$ cat src/rtl/execute_multicycle.sv
`default_nettype none
// ============================================================================
// Module      : execute_multicycle
// Description : Execute stage with single-cycle ALU ops and iterative
//               signed multiply / unsigned divide into HI/LO registers.
// Revision    : 1.0 - initial release
// ============================================================================
module execute_multicycle #(
    parameter int WIDTH = 32
) (
    input  logic             Clk,
    input  logic             Rst,
    input  logic             In_Valid,
    output logic             In_Ready,
    input  logic [3:0]       Op,
    input  logic [WIDTH-1:0] A,
    input  logic [WIDTH-1:0] B,
    input  logic [4:0]       Dest,
    input  logic             Hold,
    output logic [WIDTH-1:0] Result,
    output logic             Zero,
    output logic [4:0]       Dest_Out,
    output logic             Out_Valid,
    output logic             Busy,
    output logic [WIDTH-1:0] Hi,
    output logic [WIDTH-1:0] Lo
);

    localparam int CW  = $clog2(WIDTH + 1);
    localparam int SHW = $clog2(WIDTH);
    localparam logic [WIDTH-1:0] SHIFT_LIMIT = WIDTH'(WIDTH);

    localparam logic [3:0] OP_AND  = 4'd0;
    localparam logic [3:0] OP_OR   = 4'd1;
    localparam logic [3:0] OP_ADD  = 4'd2;
    localparam logic [3:0] OP_SUB  = 4'd3;
    localparam logic [3:0] OP_SLT  = 4'd4;
    localparam logic [3:0] OP_SLL  = 4'd5;
    localparam logic [3:0] OP_SRL  = 4'd6;
    localparam logic [3:0] OP_MULT = 4'd7;
    localparam logic [3:0] OP_DIVU = 4'd8;
    localparam logic [3:0] OP_MFHI = 4'd9;
    localparam logic [3:0] OP_MFLO = 4'd10;

    typedef enum logic [1:0] {
        S_IDLE = 2'd0,
        S_MUL  = 2'd1,
        S_DIV  = 2'd2,
        S_DONE = 2'd3
    } state_t;

    state_t               state_q, state_d;
    logic [CW-1:0]        cnt_q, cnt_d;
    logic [2*WIDTH-1:0]   acc_q, acc_d;     // product accumulator; remainder in low half
    logic [2*WIDTH-1:0]   mcand_q, mcand_d; // shifted multiplicand; divisor in low half
    logic [WIDTH-1:0]     work_q, work_d;   // multiplier bits / dividend-quotient
    logic [4:0]           dest_q, dest_d;
    logic [WIDTH-1:0]     result_q, result_d;
    logic                 zero_q, zero_d;
    logic [4:0]           dest_out_q, dest_out_d;
    logic                 out_valid_q, out_valid_d;
    logic [WIDTH-1:0]     hi_q, hi_d;
    logic [WIDTH-1:0]     lo_q, lo_d;

    logic                 w_accept;
    logic [WIDTH-1:0]     w_alu;
    logic [SHW-1:0]       w_shamt;
    logic                 w_shift_ok;
    logic                 w_last;
    logic [2*WIDTH-1:0]   w_mul_addend;
    logic [2*WIDTH-1:0]   w_mul_acc;
    logic [WIDTH:0]       w_div_shift;
    logic [WIDTH-1:0]     w_div_diff;
    logic                 w_div_ge;
    logic [WIDTH-1:0]     w_div_rem;
    logic [WIDTH-1:0]     w_div_quo;

    assign Busy      = (state_q != S_IDLE);
    assign In_Ready  = !Busy && !Hold;
    assign w_accept  = In_Valid && In_Ready;
    assign Result    = result_q;
    assign Zero      = zero_q;
    assign Dest_Out  = dest_out_q;
    assign Out_Valid = out_valid_q;
    assign Hi        = hi_q;
    assign Lo        = lo_q;

    // Single-cycle ALU; the whole A operand is the shift amount so any
    // amount of WIDTH or more yields zero.
    always_comb begin
        w_shamt    = A[SHW-1:0];
        w_shift_ok = (A < SHIFT_LIMIT);
        w_alu      = '0;
        case (Op)
            OP_AND:  w_alu = A & B;
            OP_OR:   w_alu = A | B;
            OP_ADD:  w_alu = A + B;
            OP_SUB:  w_alu = A - B;
            OP_SLT:  w_alu = {{(WIDTH-1){1'b0}}, ($signed(A) < $signed(B))};
            OP_SLL:  w_alu = w_shift_ok ? (B << w_shamt) : '0;
            OP_SRL:  w_alu = w_shift_ok ? (B >> w_shamt) : '0;
            OP_MFHI: w_alu = hi_q;
            OP_MFLO: w_alu = lo_q;
            default: w_alu = '0;
        endcase
    end

    // One iteration step: signed shift-add (top multiplier bit has negative
    // weight) and one restoring-division step.
    always_comb begin
        w_last       = (cnt_q == CW'(1));
        w_mul_addend = w_last ? ({(2*WIDTH){1'b0}} - mcand_q) : mcand_q;
        w_mul_acc    = work_q[0] ? (acc_q + w_mul_addend) : acc_q;
        w_div_shift  = {acc_q[WIDTH-1:0], work_q[WIDTH-1]};
        w_div_ge     = (w_div_shift >= {1'b0, mcand_q[WIDTH-1:0]});
        w_div_diff   = w_div_shift[WIDTH-1:0] - mcand_q[WIDTH-1:0];
        w_div_rem    = w_div_ge ? w_div_diff : w_div_shift[WIDTH-1:0];
        w_div_quo    = {work_q[WIDTH-2:0], w_div_ge};
    end

    // Next-state and registered-output logic.
    always_comb begin
        state_d     = state_q;
        cnt_d       = cnt_q;
        acc_d       = acc_q;
        mcand_d     = mcand_q;
        work_d      = work_q;
        dest_d      = dest_q;
        result_d    = result_q;
        zero_d      = zero_q;
        dest_out_d  = dest_out_q;
        out_valid_d = Hold ? out_valid_q : 1'b0;
        hi_d        = hi_q;
        lo_d        = lo_q;
        case (state_q)
            S_IDLE: begin
                if (w_accept) begin
                    if (Op == OP_MULT) begin
                        state_d = S_MUL;
                        cnt_d   = CW'(WIDTH);
                        acc_d   = '0;
                        mcand_d = {{WIDTH{A[WIDTH-1]}}, A};
                        work_d  = B;
                        dest_d  = Dest;
                    end else if (Op == OP_DIVU) begin
                        state_d = S_DIV;
                        cnt_d   = CW'(WIDTH);
                        acc_d   = '0;
                        mcand_d = {{WIDTH{1'b0}}, B};
                        work_d  = A;
                        dest_d  = Dest;
                    end else begin
                        result_d    = w_alu;
                        zero_d      = (w_alu == '0);
                        dest_out_d  = Dest;
                        out_valid_d = 1'b1;
                    end
                end
            end
            S_MUL: begin
                acc_d   = w_mul_acc;
                mcand_d = mcand_q << 1;
                work_d  = work_q >> 1;
                cnt_d   = cnt_q - CW'(1);
                if (w_last) begin
                    state_d = S_DONE;
                    hi_d    = w_mul_acc[2*WIDTH-1:WIDTH];
                    lo_d    = w_mul_acc[WIDTH-1:0];
                end
            end
            S_DIV: begin
                acc_d  = {{WIDTH{1'b0}}, w_div_rem};
                work_d = w_div_quo;
                cnt_d  = cnt_q - CW'(1);
                if (w_last) begin
                    state_d = S_DONE;
                    hi_d    = w_div_rem;
                    lo_d    = w_div_quo;
                end
            end
            S_DONE: begin
                if (!Hold) begin
                    result_d    = lo_q;
                    zero_d      = (lo_q == '0);
                    dest_out_d  = dest_q;
                    out_valid_d = 1'b1;
                    state_d     = S_IDLE;
                end
            end
            default: state_d = S_IDLE;
        endcase
    end

    // State and datapath registers with asynchronous reset.
    always_ff @(posedge Clk or posedge Rst) begin
        if (Rst) begin
            state_q     <= S_IDLE;
            cnt_q       <= '0;
            acc_q       <= '0;
            mcand_q     <= '0;
            work_q      <= '0;
            dest_q      <= '0;
            result_q    <= '0;
            zero_q      <= 1'b0;
            dest_out_q  <= '0;
            out_valid_q <= 1'b0;
            hi_q        <= '0;
            lo_q        <= '0;
        end else begin
            state_q     <= state_d;
            cnt_q       <= cnt_d;
            acc_q       <= acc_d;
            mcand_q     <= mcand_d;
            work_q      <= work_d;
            dest_q      <= dest_d;
            result_q    <= result_d;
            zero_q      <= zero_d;
            dest_out_q  <= dest_out_d;
            out_valid_q <= out_valid_d;
            hi_q        <= hi_d;
            lo_q        <= lo_d;
        end
    end

endmodule
`default_nettype wire

$ cat config.mk
export PLATFORM = sky130hd
export DESIGN_NAME = execute_multicycle
export DESIGN_NICKNAME = d
export VERILOG_FILES = /design/src/rtl/execute_multicycle.sv
export SDC_FILE = /design/constraint.sdc
export NUM_CORES = 2
export LEC_CHECK = 0
export CAP_MARGIN = 10
export CORE_ASPECT_RATIO = 2
export CORE_MARGIN = 2
export CORE_UTILIZATION = 35
export CTS_BUF_LIST = sky130_fd_sc_hd__clkbuf_8
export DETAILED_ROUTE_END_ITERATION = 16
export MAX_ROUTING_LAYER = met4
export SETUP_SLACK_MARGIN = 0.4
export SLEW_MARGIN = 30
export SYNTH_ARGS = -nofsm -noshare
export SYNTH_HDL_FRONTEND = slang
export SYNTH_SLANG_ARGS = --single-unit
$ cat constraint.sdc
create_clock -name Clk -period 13.17 [get_ports Clk]
set_clock_uncertainty 0.1 [all_clocks]
set_input_delay 1.317 -clock Clk [delete_from_list [all_inputs] [get_ports Clk]]
set_output_delay 1.317 -clock Clk [all_outputs]
set_load 0.01 [all_outputs]
* Word-level counts from Yosys, hierarchy flattened
Cells that the tools add are included.
** Storage, ports and cells
- Register bits :: 276
- Latch bits :: 0
- Memory bits (writable) :: 0
- ROM bits :: 0
- Input port bits :: 77
- Logic and storage cells :: 127
- Memories :: 0
** Cells by class
- Add/subtract/negate cells :: 6
- Multiply operators :: 0
- Div/mod/pow operators :: 0
- Magnitude comparators :: 3
- Equal/unequal tests :: 22
- Shift-type cells :: 2
- Muxes and demuxes :: 57
- Bitwise operators :: 2
- Reductions and logical operators :: 23
** Operator list (number)
- 64-bit 2-to-1 mux :: 8
- 32-bit 2-to-1 mux :: 14
- 32-bit case mux with 9 select lines :: 1
- 32-bit case mux with 2 select lines :: 3
- 64-bit case mux with 3 select lines :: 1
- 64-bit case mux with 2 select lines :: 1
- 32-bit case mux with 3 select lines :: 1
- 64-bit adder :: 1
- 32-bit zero test :: 2
- 1-bit by 64-bit subtractor with 64-bit output, first input constant :: 1
- 32-bit subtractor :: 2
- 33-bit by 32-bit greater-or-equal comparator with 1-bit output :: 1
- 32-bit adder :: 1
- 32-bit bitwise AND :: 1
- 32-bit < comparator :: 1
- 32-bit by 6-bit < comparator with 1-bit output, second input constant :: 1
- 32-bit bitwise OR :: 1
- 32-bit by 5-bit << shifter with 32-bit output :: 1
- 32-bit by 5-bit >> shifter with 32-bit output :: 1
- 5-bit 2-to-1 mux :: 6
- 6-bit 2-to-1 mux :: 3
- 4-bit by 3-bit equality test with 1-bit output, second input constant :: 4
- 3-bit AND reduction :: 5
- 4-bit equality test, second input constant :: 3
- other kinds (24) :: 51

* Longest topological paths before layout
- Depth in word-level cells :: 8
- Gate-level depth with buffers :: 27

* Worst setup path before layout
OpenSTA, ideal clock, no wires.
- Path type :: input to register
- Start :: input port A[2]
- End :: register zero_q, in the netlist Zero
- Library setup time :: 92 ps
- Arrival :: 6259 ps
- Required time :: 12978 ps
- Slack :: 6719 ps
- Cell stages on the path :: 20
- Cells stage by stage :: inv_1 > clkbuf_1 > clkbuf_1 > buf_1 > clkbuf_1 > ha_1 > clkbuf_1 > nand2b_1 > a21o_1 > a2111oi_0 > nor3_1 > a2111o_1 > a211oi_2 > nand2_1 > or4_4 > a2111oi_4 > nand4b_1 > nor3_2 > nand4bb_1 > o31ai_2
** On the way
- Longest elaborated chain between the ends :: 8
- Elaborated cells on any way between the ends :: 16
** Ends and longest elaborated chain
- start: declaration :: RTL line 16 : input logic [WIDTH-1:0] A,
- 32-bit by 6-bit < comparator with 1-bit output, or another cell as far along :: RTL line 92 : w_shift_ok = (A < SHIFT_LIMIT);
- 32-bit 2-to-1 mux, on equally long branches :: RTL line 101, 100
- 32-bit case mux with 9 select lines (*) :: RTL line 94 : case (Op)
- 32-bit zero test (*) :: RTL line 154 : zero_d = (w_alu == '0);
- 1-bit 2-to-1 mux (*) :: RTL line 145 : end else if (Op == OP_DIVU) begin
- 1-bit 2-to-1 mux (*) :: RTL line 138 : if (Op == OP_MULT) begin
- 1-bit 2-to-1 mux (*) :: RTL line 137 : if (w_accept) begin
- 1-bit case mux with 2 select lines (*) :: RTL line 135 : case (state_q)
- end signal: assignment :: RTL line 217 : zero_q <= zero_d;
- end: declaration :: RTL line 59 : logic zero_q, zero_d;
Every way passes the cells marked *; elsewhere a longest branch is shown, timed or not. The select of a mux whose other input is x is not followed.
A chain may end at the register's enable or synchronous reset.

* Worst setup path in the final report
- Start :: register cnt_q[3]
- End :: register hi_q[22], in the netlist Hi[22]
** On the way
- Longest elaborated chain between the ends :: 6
- Elaborated cells on any way between the ends :: 9
** Ends and longest elaborated chain
- start: declaration :: RTL line 53 : logic [CW-1:0] cnt_q, cnt_d;
- start signal: assignment :: RTL line 211 : cnt_q <= cnt_d;
- 6-bit by 1-bit equality test with 1-bit output (*) :: RTL line 111 : w_last = (cnt_q == CW'(1));
- 64-bit 2-to-1 mux :: RTL line 112 : w_mul_addend = w_last ? ({(2*WIDTH){1'b0}} - mcand_q) : mcand_q;
- 64-bit adder :: RTL line 113 : w_mul_acc = work_q[0] ? (acc_q + w_mul_addend) : acc_q;
- 64-bit 2-to-1 mux :: RTL line 113
- 32-bit 2-to-1 mux :: RTL line 165 : if (w_last) begin
- 32-bit case mux with 2 select lines :: RTL line 135
- end signal: assignment :: RTL line 220 : hi_q <= hi_d;
- end: declaration :: RTL line 62 : logic [WIDTH-1:0] hi_q, hi_d;
Marks and branches as above.

==> reports/metrics.cfg <==
[detailed_routing]
drt_iter0_drc = 2296
num_vias = 31440
antenna_left = 0
drt-total-wl_um = 165700
viasPerCell = 6.297
drc = 0
dr.pass1.iters = 5
wl_per_cell_um = 33.18

[cts]
htreeDepth = 2
cts_hold_buf = 0
clk_latency_ns = 0.70
clock_sinks = 276
cts_tree = yes
numCtsBuffers = 48
clkSlewWorstSetupHoldPaths_ns = 0.07
cts.path.max_buffers = 3
clock-root-buffer = clkbuf_8
cts_setup_buffers = 0
post_cts_resize_count = 0

[outcome]
status = finished clean

[synth]
synth_fp_nets = 4117
syn_inst = 3835
yosys_warnings = 0
synthArstFlopShare = 1.000
ys_ff_latch = 276
syn-mean-instance-area_um2 = 7.658
synth_cell_type_count = 100
yosysSeqAreaShare = 0.2352
ys.flop_type = dfrtp_1
netlist_area_um2 = 29370
synth-edff-count = 0

[sta]
setup_viol = 0
setup_ws_ns = 6.007
max-slew-margin-rel = 0.2522
fin_crit_ns = 7.163
tightest_slew_ns = 1.110
rsz0062_at_grt = false
final_max_slew_viol_count = 0
fmax_ghz = 0.1396
hold_viol_final = 0
fin_crit_sh = 0.5439
finalSetupTns_ns = 0

[critical_path]
path_cells = nor4_1 -> and2_2 -> buf_4 -> nand2_1 -> o21ai_0 -> inv_1 -> fa_1 -> nor2b_1 -> o211ai_1 -> a211oi_1 -> o21a_1 -> a31oi_1 -> o31ai_1 -> buf_4 -> a2bb2oi_1 -> o2111ai_1 -> a2111oi_0 -> a21oi_1 -> o22ai_1 -> o21ai_0
critPathMaxStageDelay_ns = 0.91
cp_top_family = compound AO/OA/AOI/OAI gates
cp-end-kind = flop
crit_buf_inv = 3
critPathKind = flop to flop
cp_slowest_cell = a2111oi_0
arrival_ns = 7.62
setup.worst_path.start_class = flop
crit_required_ns = 13.63
worst-path-max-fanout = 29

[final_layout]
drive_above_1_share = 0.07965
area_delta_synth_final_pct = 13.63
final_common_cell = nand2_1
nNetsFinal = 4164
mostFrequentLayoutCells = nand2_1, o21ai_0, a21oi_1
fill_cells = 8946

[power]
vdd_drop_max_uv = 156.3
intPower_w = 0.003474
combPwrFrac = 0.642
power.switching_w = 0.004156
switching_share = 0.5446
p_seq_frac = 0.232
p_clk_frac = 0.127
p_leak_nw = 14.37
powerDensity_nw_per_um2 = 228.6

[floorplan]
die_x_um = 208.8
pin_count = 182
rows = 150
die_area_um2 = 86380
die_h_um = 413.6
start_util = 0.3524
core-area_um2 = 83330

[global_routing]
grt_start_max_net_pins = 106
grt_overflow = 0
grt_pass1_wl_um = 233700
busiest_layer = met2
use_met1 = 0.3485
grt_usage = 0.3908
grt_pass1_vias = 32060
use_met2 = 0.6888
use_met3 = 0.05921
antenna_found_initial = 16

[placed_design]
preCtsSetupSlack_ns = 5.563
io_buffer_count = 181
dp_hpwl_um = 133400
gp_congestion = 1.085

[hold_path]
holdCritPathClass = flop to flop

[run]
max-cap-violations = 0

[per-stage QoR]
stage | utilization | total power (W) | area (um2) | std cells | hold slack, ns
3_3_place_gp | 0.3858 | 0.006527 | 32140 | 4891 | 0.3637
2_1_floorplan | - | 0.004644 | 29370 | 3835 | 0.3725
6_report | 0.4005 | 0.007630 | 33370 | 4993 | 0.3821
5_1_grt | 0.4005 | 0.008074 | 33370 | 4993 | 0.4077
3_5_place_dp | 0.3864 | 0.006566 | 32200 | 4894 | 0.3702
4_1_cts | 0.3998 | 0.007554 | 33320 | 4979 | 0.3841
[flip-flops by register name, summed over array words and instances (netlist names)]
name and cells:
acc_q 64, mcand_q 64, Hi 32, Lo 32, Result 32, work_q 32
cnt_q 6, Dest_Out 5, dest_q 5, state_q 2, Out_Valid 1, Zero 1
[power groups by stage]
stage               sequential, W  clock (W)  combinational (W)
global placement          0.00176          0            0.00477
CTS                       0.00175   0.000983            0.00482
finish                    0.00177   0.000967            0.00489
global route              0.00179    0.00102            0.00527
detailed placement        0.00176          0            0.00480
floorplan                 0.00152          0            0.00312
[synth_stat cells (all sizes together), types with 58 or more instances]
cell,count,area [um2]
nand2,544,2042
inv,172,645.6
mux2i,113,1131
a22oi,75,568.0
clkbuf,213,799.5
nor3,60,305.3
dfrtp,276,6907
nand3,58,290.3
a21oi,327,1637
a21o,80,600.6
nor2,273,1025
o21ai,458,2292
ha,201,2515
xnor2,124,1094
[area by class of cell]
class | instances | area [um2] | area share
diodes | 12 | 30.03 | 0.0008999
clock buffers | 59 | 812.0 | 0.02433
clock inverters | 26 | 306.5 | 0.009186
inverters | 173 | 656.9 | 0.01968
multi-input cells | 3131 | 20970 | 0.6282
flip-flops and latches | 276 | 6910 | 0.2071
well taps | 1064 | 1331 | 0.03989
repair buffers | 252 | 2359 | 0.07068
[metal layers]
metal | vias up | part of all wire
li1 | 14160 | -
met1 | 15260 | 0.31
met2 | 1385 | 0.51
met3 | 637 | 0.051
met4 | 0 | 0.13
met5 | - | 0
[worst paths after layout]
check,start,to,cells after the start,slack [ns]
worst max register to register,cnt_q[3]$_DFFE_PP0P_,Hi[22]$_DFFE_PP0P_,20,6.01
worst min-delay path,Dest_Out[0]$_DFFE_PP0P_,Dest_Out[0]$_DFFE_PP0P_,2,0.38
worst max-delay path,cnt_q[3]$_DFFE_PP0P_,Hi[22]$_DFFE_PP0P_,20,6.01
max in group asynchronous,Rst,Result[18]$_DFFE_PP0P_,4,9.96
min in group asynchronous,Rst,mcand_q[5]$_DFFE_PP0P_,2,1.04
worst min register to register,Dest_Out[0]$_DFFE_PP0P_,Dest_Out[0]$_DFFE_PP0P_,2,0.38
[tightest hold or removal path, delay by kind of cell, from the launching register on]
kind             cells  cell delay [ns]
AO/OA/AOI/OAI        1             0.06
AND/OR/NAND/NOR      1             0.05
flip-flops           1             0.34
[cell families after synthesis]
kind of cell / synth area share
and+or+nand+nor: 0.1763
AOI/OAI and AO/OA: 0.2987
DFF: 0.2352
xor gates and xnor gates: 0.04887
buffers and inverters: 0.05713
muxes: 0.09539
adders and majority gates: 0.08836
Power figures use the tool's default switching activity.
